--- src/rtl/simplerisc_dmem_arbiter_pkg.sv ---
// simplerisc_dmem_arbiter_pkg: FSM state encodings and requester port ids for the data-memory arbiter
package simplerisc_dmem_arbiter_pkg;
    typedef enum logic [1:0] {
        IDLE   = 2'd0,
        ACCESS = 2'd1,
        WAIT   = 2'd2,
        RESP   = 2'd3
    } state_t;
    localparam logic PORT_CPU = 1'b0;
    localparam logic PORT_DMA = 1'b1;
endpackage

--- src/rtl/arb_rr2_pick.sv ---
// arb_rr2_pick: two-way round-robin winner select; ptr only breaks ties
module arb_rr2_pick (
    input  logic req0,
    input  logic req1,
    input  logic ptr,
    output logic valid,
    output logic winner
);
    assign valid  = req0 | req1;
    assign winner = (req0 & req1) ? ptr : req1;
endmodule

--- src/rtl/simplerisc_dmem_arbiter.sv ---
// simplerisc_dmem_arbiter: round-robin arbiter and sequencer for the single data-memory port
module simplerisc_dmem_arbiter
    import simplerisc_dmem_arbiter_pkg::*;
#(
    parameter int AW      = 8,
    parameter int DW      = 32,
    parameter int MEM_LAT = 1
) (
    input  logic          clk,
    input  logic          reset,
    input  logic          req0,
    input  logic          req1,
    input  logic          we0,
    input  logic          we1,
    input  logic [AW-1:0] addr0,
    input  logic [AW-1:0] addr1,
    input  logic [DW-1:0] wdata0,
    input  logic [DW-1:0] wdata1,
    output logic          gnt0,
    output logic          gnt1,
    output logic          rvalid0,
    output logic          rvalid1,
    output logic [DW-1:0] rdata,
    output logic          mem_en,
    output logic          mem_we,
    output logic [AW-1:0] mem_addr,
    output logic [DW-1:0] mem_wdata,
    input  logic [DW-1:0] mem_rdata,
    output logic          busy
);
    localparam logic [1:0] LAT_LOAD = 2'(MEM_LAT - 1);

    state_t        r_state, w_next;
    logic          r_ptr, r_id, r_we;
    logic [1:0]    r_cnt;
    logic [AW-1:0] r_addr;
    logic [DW-1:0] r_wdata;
    logic          w_valid, w_winner, w_acc, w_resp, w_take;

    arb_rr2_pick u_pick (
        .req0   (req0),
        .req1   (req1),
        .ptr    (r_ptr),
        .valid  (w_valid),
        .winner (w_winner)
    );

    assign w_acc  = r_state == ACCESS;
    assign w_resp = r_state == RESP;
    assign w_take = r_state == IDLE && w_valid;

    always_ff @(posedge clk or posedge reset) begin
        if (reset) r_state <= IDLE;
        else       r_state <= w_next;
    end

    always_comb begin
        w_next = r_state;
        w_next = (r_state == IDLE)   ? (w_valid ? ACCESS : IDLE) :
                 (r_state == ACCESS) ? (r_we ? IDLE : WAIT) :
                 (r_state == WAIT)   ? (r_cnt == 2'd0 ? RESP : WAIT) : IDLE;
    end

    // Request fields are captured only in IDLE so in-flight accesses ignore requester changes
    always_ff @(posedge clk or posedge reset) begin
        if (reset) begin
            r_ptr   <= PORT_CPU;
            r_id    <= PORT_CPU;
            r_we    <= 1'b0;
            r_addr  <= '0;
            r_wdata <= '0;
            r_cnt   <= 2'd0;
        end else begin
            if (w_take) begin
                r_id    <= w_winner;
                r_we    <= w_winner ? we1 : we0;
                r_addr  <= w_winner ? addr1 : addr0;
                r_wdata <= w_winner ? wdata1 : wdata0;
                r_ptr   <= ~w_winner;
            end
            if (w_acc) r_cnt <= LAT_LOAD;
            else if (r_state == WAIT && r_cnt != 2'd0) r_cnt <= r_cnt - 2'd1;
        end
    end

    assign gnt0      = w_acc && r_id == PORT_CPU;
    assign gnt1      = w_acc && r_id == PORT_DMA;
    assign rvalid0   = w_resp && r_id == PORT_CPU;
    assign rvalid1   = w_resp && r_id == PORT_DMA;
    assign rdata     = w_resp ? mem_rdata : '0;
    assign mem_en    = w_acc;
    assign mem_we    = w_acc & r_we;
    assign mem_addr  = w_acc ? r_addr : '0;
    assign mem_wdata = w_acc ? r_wdata : '0;
    assign busy      = r_state != IDLE;
endmodule

--- config.mk ---
export PLATFORM = sky130hd
export DESIGN_NAME = simplerisc_dmem_arbiter
export DESIGN_NICKNAME = d
export VERILOG_FILES = /design/src/rtl/simplerisc_dmem_arbiter_pkg.sv /design/src/rtl/arb_rr2_pick.sv /design/src/rtl/simplerisc_dmem_arbiter.sv
export SDC_FILE = /design/constraint.sdc
export NUM_CORES = 1
export LEC_CHECK = 0
export ABC_AREA = 1
export CELL_PAD_IN_SITES_DETAIL_PLACEMENT = 1
export CELL_PAD_IN_SITES_GLOBAL_PLACEMENT = 2
export CORE_MARGIN = 4
export CORE_UTILIZATION = 19
export CTS_CLUSTER_SIZE = 10
export DETAILED_ROUTE_END_ITERATION = 7
export GPL_TIMING_DRIVEN = 0
export HOLD_SLACK_MARGIN = 0.12
export PLACE_DENSITY = 0.94
export SLEW_MARGIN = 5
export SYNTH_ARGS = -nofsm -noshare
export SYNTH_HDL_FRONTEND = slang
export SYNTH_SLANG_ARGS = --single-unit
--- constraint.sdc ---
create_clock -name clk -period 2.5 [get_ports clk]
set_input_delay 0.25 -clock clk [delete_from_list [all_inputs] [get_ports clk]]
set_output_delay 0.25 -clock clk [all_outputs]
set_load 0.01 [all_outputs]
==> out/qor.csv, run 1 <==
stage,metric,value,unit
run_status,status,"complete, no violations",
finish,final core occ,0.349,
clock_network,Worst-path clk slew,70,ps
clock_network,total CTS buffers,5,
routing,met3 wire length,608,um
global_routing,antenna violations before repair,0,
power,Pwr per Cell Area,965,mW/mm^2
global_routing,vias in the first global route,3929,
clock_network,Clock Root Buffer,clkbuf_16,
routing,ANT nets after route,0,
sta,final hold vios,0,
floorplanning,Core Area,0.0151,mm^2
placement,gpl congestion,0.788,
clock_network,worst skew pair latency,280,ps
critical_path,critical path class,reg -> out,
power,worst vdd ir,0.322,mV
floorplanning,Die Width,132,um
finish,Area Overhead vs Synth,81.0,%
floorplanning,Ports,197,
logic_synthesis,syn nets,544,
logic_synthesis,cell accounting for the most synthesized area,dfrtp_1,
routing,Routed met2 length,7060,um
clock_network,Resize count post-CTS,0,
routing,wire length per cell,16.4,um
clock_network,CTS tree,done,
global_routing,All-Layer GR Usage,0.150,
global_routing,remaining global-route overflow,0,
floorplanning,initial core utilization,0.193,
floorplanning,die footprint,0.0174,mm^2
logic_synthesis,Synth Instances,425,
finish,diode count,0,
sta,worst hold slack,265,ps
clock_network,H-tree depth,2,
routing,DRT met1 WL,5490,um
finish,Final Cell Area,0.00529,mm^2
run,max_cap viols,0,
routing,first drt pass iteration count,4,
finish,share of layout cells above drive strength 1,0.0573,
sta,RSZ-0062 raised after global routing,no,
sta,Max-slew headroom,0.678,
clock_network,clock tree sinks,47,
critical_path,Worst Path Max Fanout,10,
clock_network,Hold Buf Count CTS,0,
min_path,Hold Crit Class,in -> async,
placement,Placed Instance Area,0.00513,mm^2
sta,Setup TNS,0,ps
placement,hpwl dp,10600,um
finish,"commonest cells after routing, fill and taps aside","195 x clkdlybuf4s50_1, 85 x nand3_1, 81 x inv_1",
logic_synthesis,sequential area share after synthesis,0.403,
finish,"commonest non-fill, non-tap cell in the layout",clkdlybuf4s50_1,
logic_synthesis,synth unique cells,17,
critical_path,startpoint class of the critical path,flip-flop,
logic_synthesis,synth top area cells,"dfrtp_1 40%, nand3_1 15%, inv_1 11%",
floorplanning,Die Span Y,132,um
floorplanning,row count,45,
sta,measured slew at the worst slew-check pin,483,ps
routing,Vias/cell,4.40,
sta,"Slew Viols, Final",0,
critical_path,Critical Path RT,2250,ps
routing,top layer in use,met4,
clock_network,Setup Buffers After CTS,0,
placement,Port Buffer Count,195,
logic_synthesis,Yosys reg bits,47,
sta,f_max,447,MHz
power,Leakage,2.42,nW
critical_path,Critical Path Sink Type,primary output,
routing,drt drc,0,
logic_synthesis,syn_area_per_cell,6.87,um^2
routing,DRT iter0 DRCs,177,
sta,Final setup violation count,0,
logic_synthesis,Syn Std Cell Area,0.00292,mm^2
global_routing,first-pass GRT wire length,21300,um
routing,Via Count,3587,
sta,Final Skew,4.08,ps
routing,total length of routed wires,13400,um
logic_synthesis,Synth top area share,0.403,
critical_path,critical path arrival,1990,ps
finish,final net count,747,
clock_network,CTS Buffer Depth,2,
global_routing,largest net degree at the start of global routing,34,
logic_synthesis,synth warn,0,
sta,fin crit share,0.894,
sta,min cycle time layout,2240,ps
-- synthesized netlist by cell type (all sizes together) --
master,count
a21oi,1
buf,22
clkbuf,11
dfrtp,47
ha,1
inv,82
nand2,49
nand3,85
nand4,41
nor2,80
o21ai,6
-- final timing paths --
kind | endpoint | cells past startpoint | from | slack [ps]
worst max-delay path | mem_wdata[15] | 6 | r_state[1] | 260
worst min-delay path | r_wdata[2] | 2 | reset | 270
worst max register to register | r_wdata[31] | 5 | r_state[1] | 1110
worst min register to register | r_we | 2 | r_we | 500
max in group asynchronous | r_we | 3 | reset | 1720
min in group clk | r_wdata[17] | 3 | req1 | 330
-- layout make-up --
class / instances / area, um^2
Buffer: 33 / 189
Clock buffer: 6 / 129
Clock inverter: 1 / 30.0
Fill cell: 1806 / 9860
Inverter: 82 / 308
Multi-Input combinational cell: 263 / 1250
Sequential cell: 47 / 1180
Tap cell: 188 / 235
Timing Repair Buffer: 196 / 1970
-- kinds of logic after synthesis --
family / share of synthesized area
and+or+nand+nor: 0.407
DFF: 0.403
buffers and inverters: 0.170
adders and majority gates: 0.00428
AOI/OAI and AO/OA: 0.0159
-- where the power goes --
part	internal [mW]	leakage [nW]	total, mW	switching (mW)
sequential	1.13	0.580	1.34	0.210
combinational	1.38	1.76	3.01	1.63
clock	0.468	0.0769	0.757	0.289
-- worst max-delay path: stages (launching register included) --
cell	delay, ps
dfrtp_1	440
inv_1	120
nand2_1	70
buf_4	190
buf_4	190
nor2_1	90
clkdlybuf4s50_1	600
-- sequential cells by signal (all words and copies together) (netlist names) --
register / flops
r_wdata: 32
r_addr: 8
r_cnt: 2
r_state: 2
r_id: 1
r_ptr: 1
r_we: 1
-- metal layers --
| layer | up-vias | track usage |
|---|---|---|
| met5 | - | 0 |
| met4 | 0 | 0.0344 |
| met3 | 13 | 0.0290 |
| met2 | 105 | 0.276 |
| met1 | 1717 | 0.179 |
| li1 | 1752 | - |
-- metrics by stage --
stage,power (mW),cells,setup WS (ps)
finish,5.10,816,265
global route,5.55,816,73.8
CTS,5.20,816,225
detailed placement,4.41,809,548
global placement,4.30,808,13.1
floorplan,2.91,425,1130
(Power assumes the default switching activity.)
==> inputs of run 2 (changes only) <==
--- a/config.mk
+++ b/config.mk
@@ -12,9 +12,9 @@
 export CORE_UTILIZATION = 19
 export CTS_CLUSTER_SIZE = 10
 export DETAILED_ROUTE_END_ITERATION = 7
-export GPL_TIMING_DRIVEN = 0
 export HOLD_SLACK_MARGIN = 0.12
 export PLACE_DENSITY = 0.94
+export REMOVE_ABC_BUFFERS = 1
 export SLEW_MARGIN = 5
 export SYNTH_ARGS = -nofsm -noshare
 export SYNTH_HDL_FRONTEND = slang
==> run 2 against run 1 <==
Effect of this change:
- sequential share of layout area grew 0.40 points
- critical path depth shrank 1
- sequential cell count unchanged
- count of clock-buffer cells in the layout unchanged
- utilization shrank 0.61 points
- clock skew grew 0.95 ps
- critical path type unchanged
- sequential power about the same
- fmax increased by 3.9%
==> out/qor.csv, run 2 (synthesis results as in run 1) <==
stage,metric,value,unit,change
floorplanning,Die Span Y,132,um,unchanged
sta,measured slew at the worst slew-check pin,664,ps,+181 ps
floorplanning,initial core utilization,0.193,,unchanged
critical_path,Worst R2R Start,r_state[1],,
global_routing,antenna violations before repair,0,,unchanged
sta,Max-slew headroom,0.556,,-0.122
finish,most flop-heavy register,r_wdata,,
placement,placed cells,786,,-2.8%
clock_network,Resize count post-CTS,0,,unchanged
global_routing,first-pass GRT wire length,21300,um,+0.13%
routing,top layer in use,met4,,
global_routing,remaining global-route overflow,0,,unchanged
critical_path,Critical Path Sink Type,primary output,,
routing,met3 wire length,1040,um,+70%
critical_path,critical path's top delay family,buffers and inverters,,
global_routing,largest net degree at the start of global routing,48,,+41%
routing,Routed met2 length,6260,um,-11%
finish,"commonest non-fill, non-tap cell in the layout",clkdlybuf4s50_1,,
power,worst vdd ir,0.398,mV,+23%
placement,Placed Instance Area,0.00504,mm^2,-1.7%
run_status,status,"complete, no violations",,
critical_path,critical path class,reg -> out,,
sta,min cycle time layout,2150,ps,-83.8 ps
routing,first drt pass iteration count,4,,unchanged
global_routing,All-Layer GR Usage,0.148,,-0.00184
routing,total length of routed wires,12900,um,-3.6%
sta,Final Skew,5.03,ps,+0.952 ps
power,Pwr per Cell Area,957,mW/mm^2,-0.84%
min_path,Hold Crit Class,in -> async,,
clock_network,Worst-path clk slew,60,ps,about the same
finish,Final Cell Area,0.00519,mm^2,-1.8%
clock_network,H-tree depth,2,,unchanged
routing,drt drc,0,,unchanged
routing,DRT met1 WL,5450,um,-0.60%
clock_network,clock tree sinks,47,,unchanged
sta,fin crit share,0.861,,-0.0335
run,max_cap viols,0,,unchanged
floorplanning,Ports,197,,unchanged
routing,Via Count,3603,,+0.45%
finish,final core occ,0.343,,-0.00611
finish,share of layout cells above drive strength 1,0.0446,,-0.0128
clock_network,CTS Buffer Depth,2,,unchanged
finish,Area Overhead vs Synth,77.8,%,
routing,Vias/cell,4.54,,+3.2%
finish,"commonest cells after routing, fill and taps aside","195 x clkdlybuf4s50_1, 85 x nand3_1, 81 x inv_1",,
clock_network,Hold Buf Count CTS,0,,unchanged
clock_network,Setup Buffers After CTS,0,,unchanged
critical_path,"Buf+Inv Stages, Crit Path",3,,-1
clock_network,total CTS buffers,5,,unchanged
global_routing,vias in the first global route,4058,,+3.3%
critical_path,startpoint class of the critical path,flip-flop,,
sta,Final setup violation count,0,,unchanged
critical_path,critical path arrival,1900,ps,-90 ps
floorplanning,row count,45,,unchanged
power,Leakage,2.36,nW,-2.3%
critical_path,CP max stage delay,590,ps,about the same
sta,"Slew Viols, Final",0,,unchanged
finish,diode count,0,,unchanged
finish,largest registers,"r_wdata (32), r_addr (8)",,
sta,Setup TNS,0,ps,unchanged
critical_path,Worst Path Max Fanout,47,,+37
sta,final hold vios,0,,unchanged
floorplanning,die footprint,0.0174,mm^2,unchanged
finish,final cell count without fillers,794,,-2.7%
placement,gpl congestion,0.770,,-2.3%
routing,wire length per cell,16.2,um,-0.93%
clock_network,CTS tree,done,,
finish,final net count,724,,-3.1%
critical_path,FF-to-FF End,r_wdata[7],,
critical_path,cells along the critical path,inv_1 -> nand2_2 -> buf_12 -> nor2_1 -> clkdlybuf4s50_1,,
clock_network,Clock Root Buffer,clkbuf_16,,
routing,ANT nets after route,0,,unchanged
placement,hpwl dp,9770,um,-8.2%
critical_path,Reg2Reg Depth,4,,-1
critical_path,Crit-path slowest cell,clkdlybuf4s50_1,,
finish,number of flip-flops in the largest register,32,,unchanged
clock_network,worst skew pair latency,290,ps,about the same
routing,DRT iter0 DRCs,131,,-26%
sta,f_max,465,MHz,+3.9%
floorplanning,Die Width,132,um,unchanged
critical_path,r2r setup slk,730,ps,-380 ps
placement,Port Buffer Count,196,,+0.51%
floorplanning,Core Area,0.0151,mm^2,unchanged
critical_path,Critical Path RT,2250,ps,about the same
sta,RSZ-0062 raised after global routing,no,,
[run 2: worst max path at each step]
| stage | slack [ps] | to | startpoint | cells after the start |
|---|---|---|---|---|
| 2_1_floorplan | 730 | mem_we | r_state[1] | 3 |
| 3_3_place_gp | 660 | mem_wdata[17] | r_state[1] | 5 |
| 3_5_place_dp | 650 | mem_wdata[17] | r_state[1] | 5 |
| 4_1_cts | 330 | mem_wdata[17] | r_state[1] | 5 |
| 5_1_grt | 290 | mem_wdata[17] | r_state[1] | 5 |
| 6_report | 350 | mem_wdata[17] | r_state[1] | 5 |
[run 2: report_power, final]
group	switching, mW	leakage [nW]	internal, mW
registers	0.218	0.580	1.13
clock network	0.295	0.0731	0.400
logic	1.61	1.71	1.32
total	2.12	2.36	2.85
[run 2: through the flow]
step,worst slack [ps],hold WS [ps],power (mW)
final,348,389,4.97
after global routing,289,447,5.42
after CTS,329,409,5.06
after detailed placement,649,484,4.34
after global placement,659,480,4.25
after floorplan,734,398,2.70
[run 2: metal layers]
metal  up-vias  global-route usage
met4         0              0.0303
li1       1701                   -
met1      1723               0.177
met3        12              0.0458
met5         -                   0
met2       167               0.261
[run 2: final cells by class]
class | instances | area (um^2)
flip-flops and latches | 47 | 1180
inverters | 82 | 308
multi-input cells | 263 | 1250
fillers | 1868 | 9950
clock buffers | 6 | 139
repair buffers | 206 | 2070
well taps | 188 | 235
clock inverters | 2 | 16.3
==> inputs of run 3 (changes only) <==
--- a/config.mk
+++ b/config.mk
@@ -12,6 +12,7 @@
 export CORE_UTILIZATION = 19
 export CTS_CLUSTER_SIZE = 10
 export DETAILED_ROUTE_END_ITERATION = 7
+export GPL_ROUTABILITY_DRIVEN = 0
 export HOLD_SLACK_MARGIN = 0.12
 export PLACE_DENSITY = 0.94
 export REMOVE_ABC_BUFFERS = 1
==> results of run 3 <==
The final DEF is identical to that of run 2; final timing and power are the same.
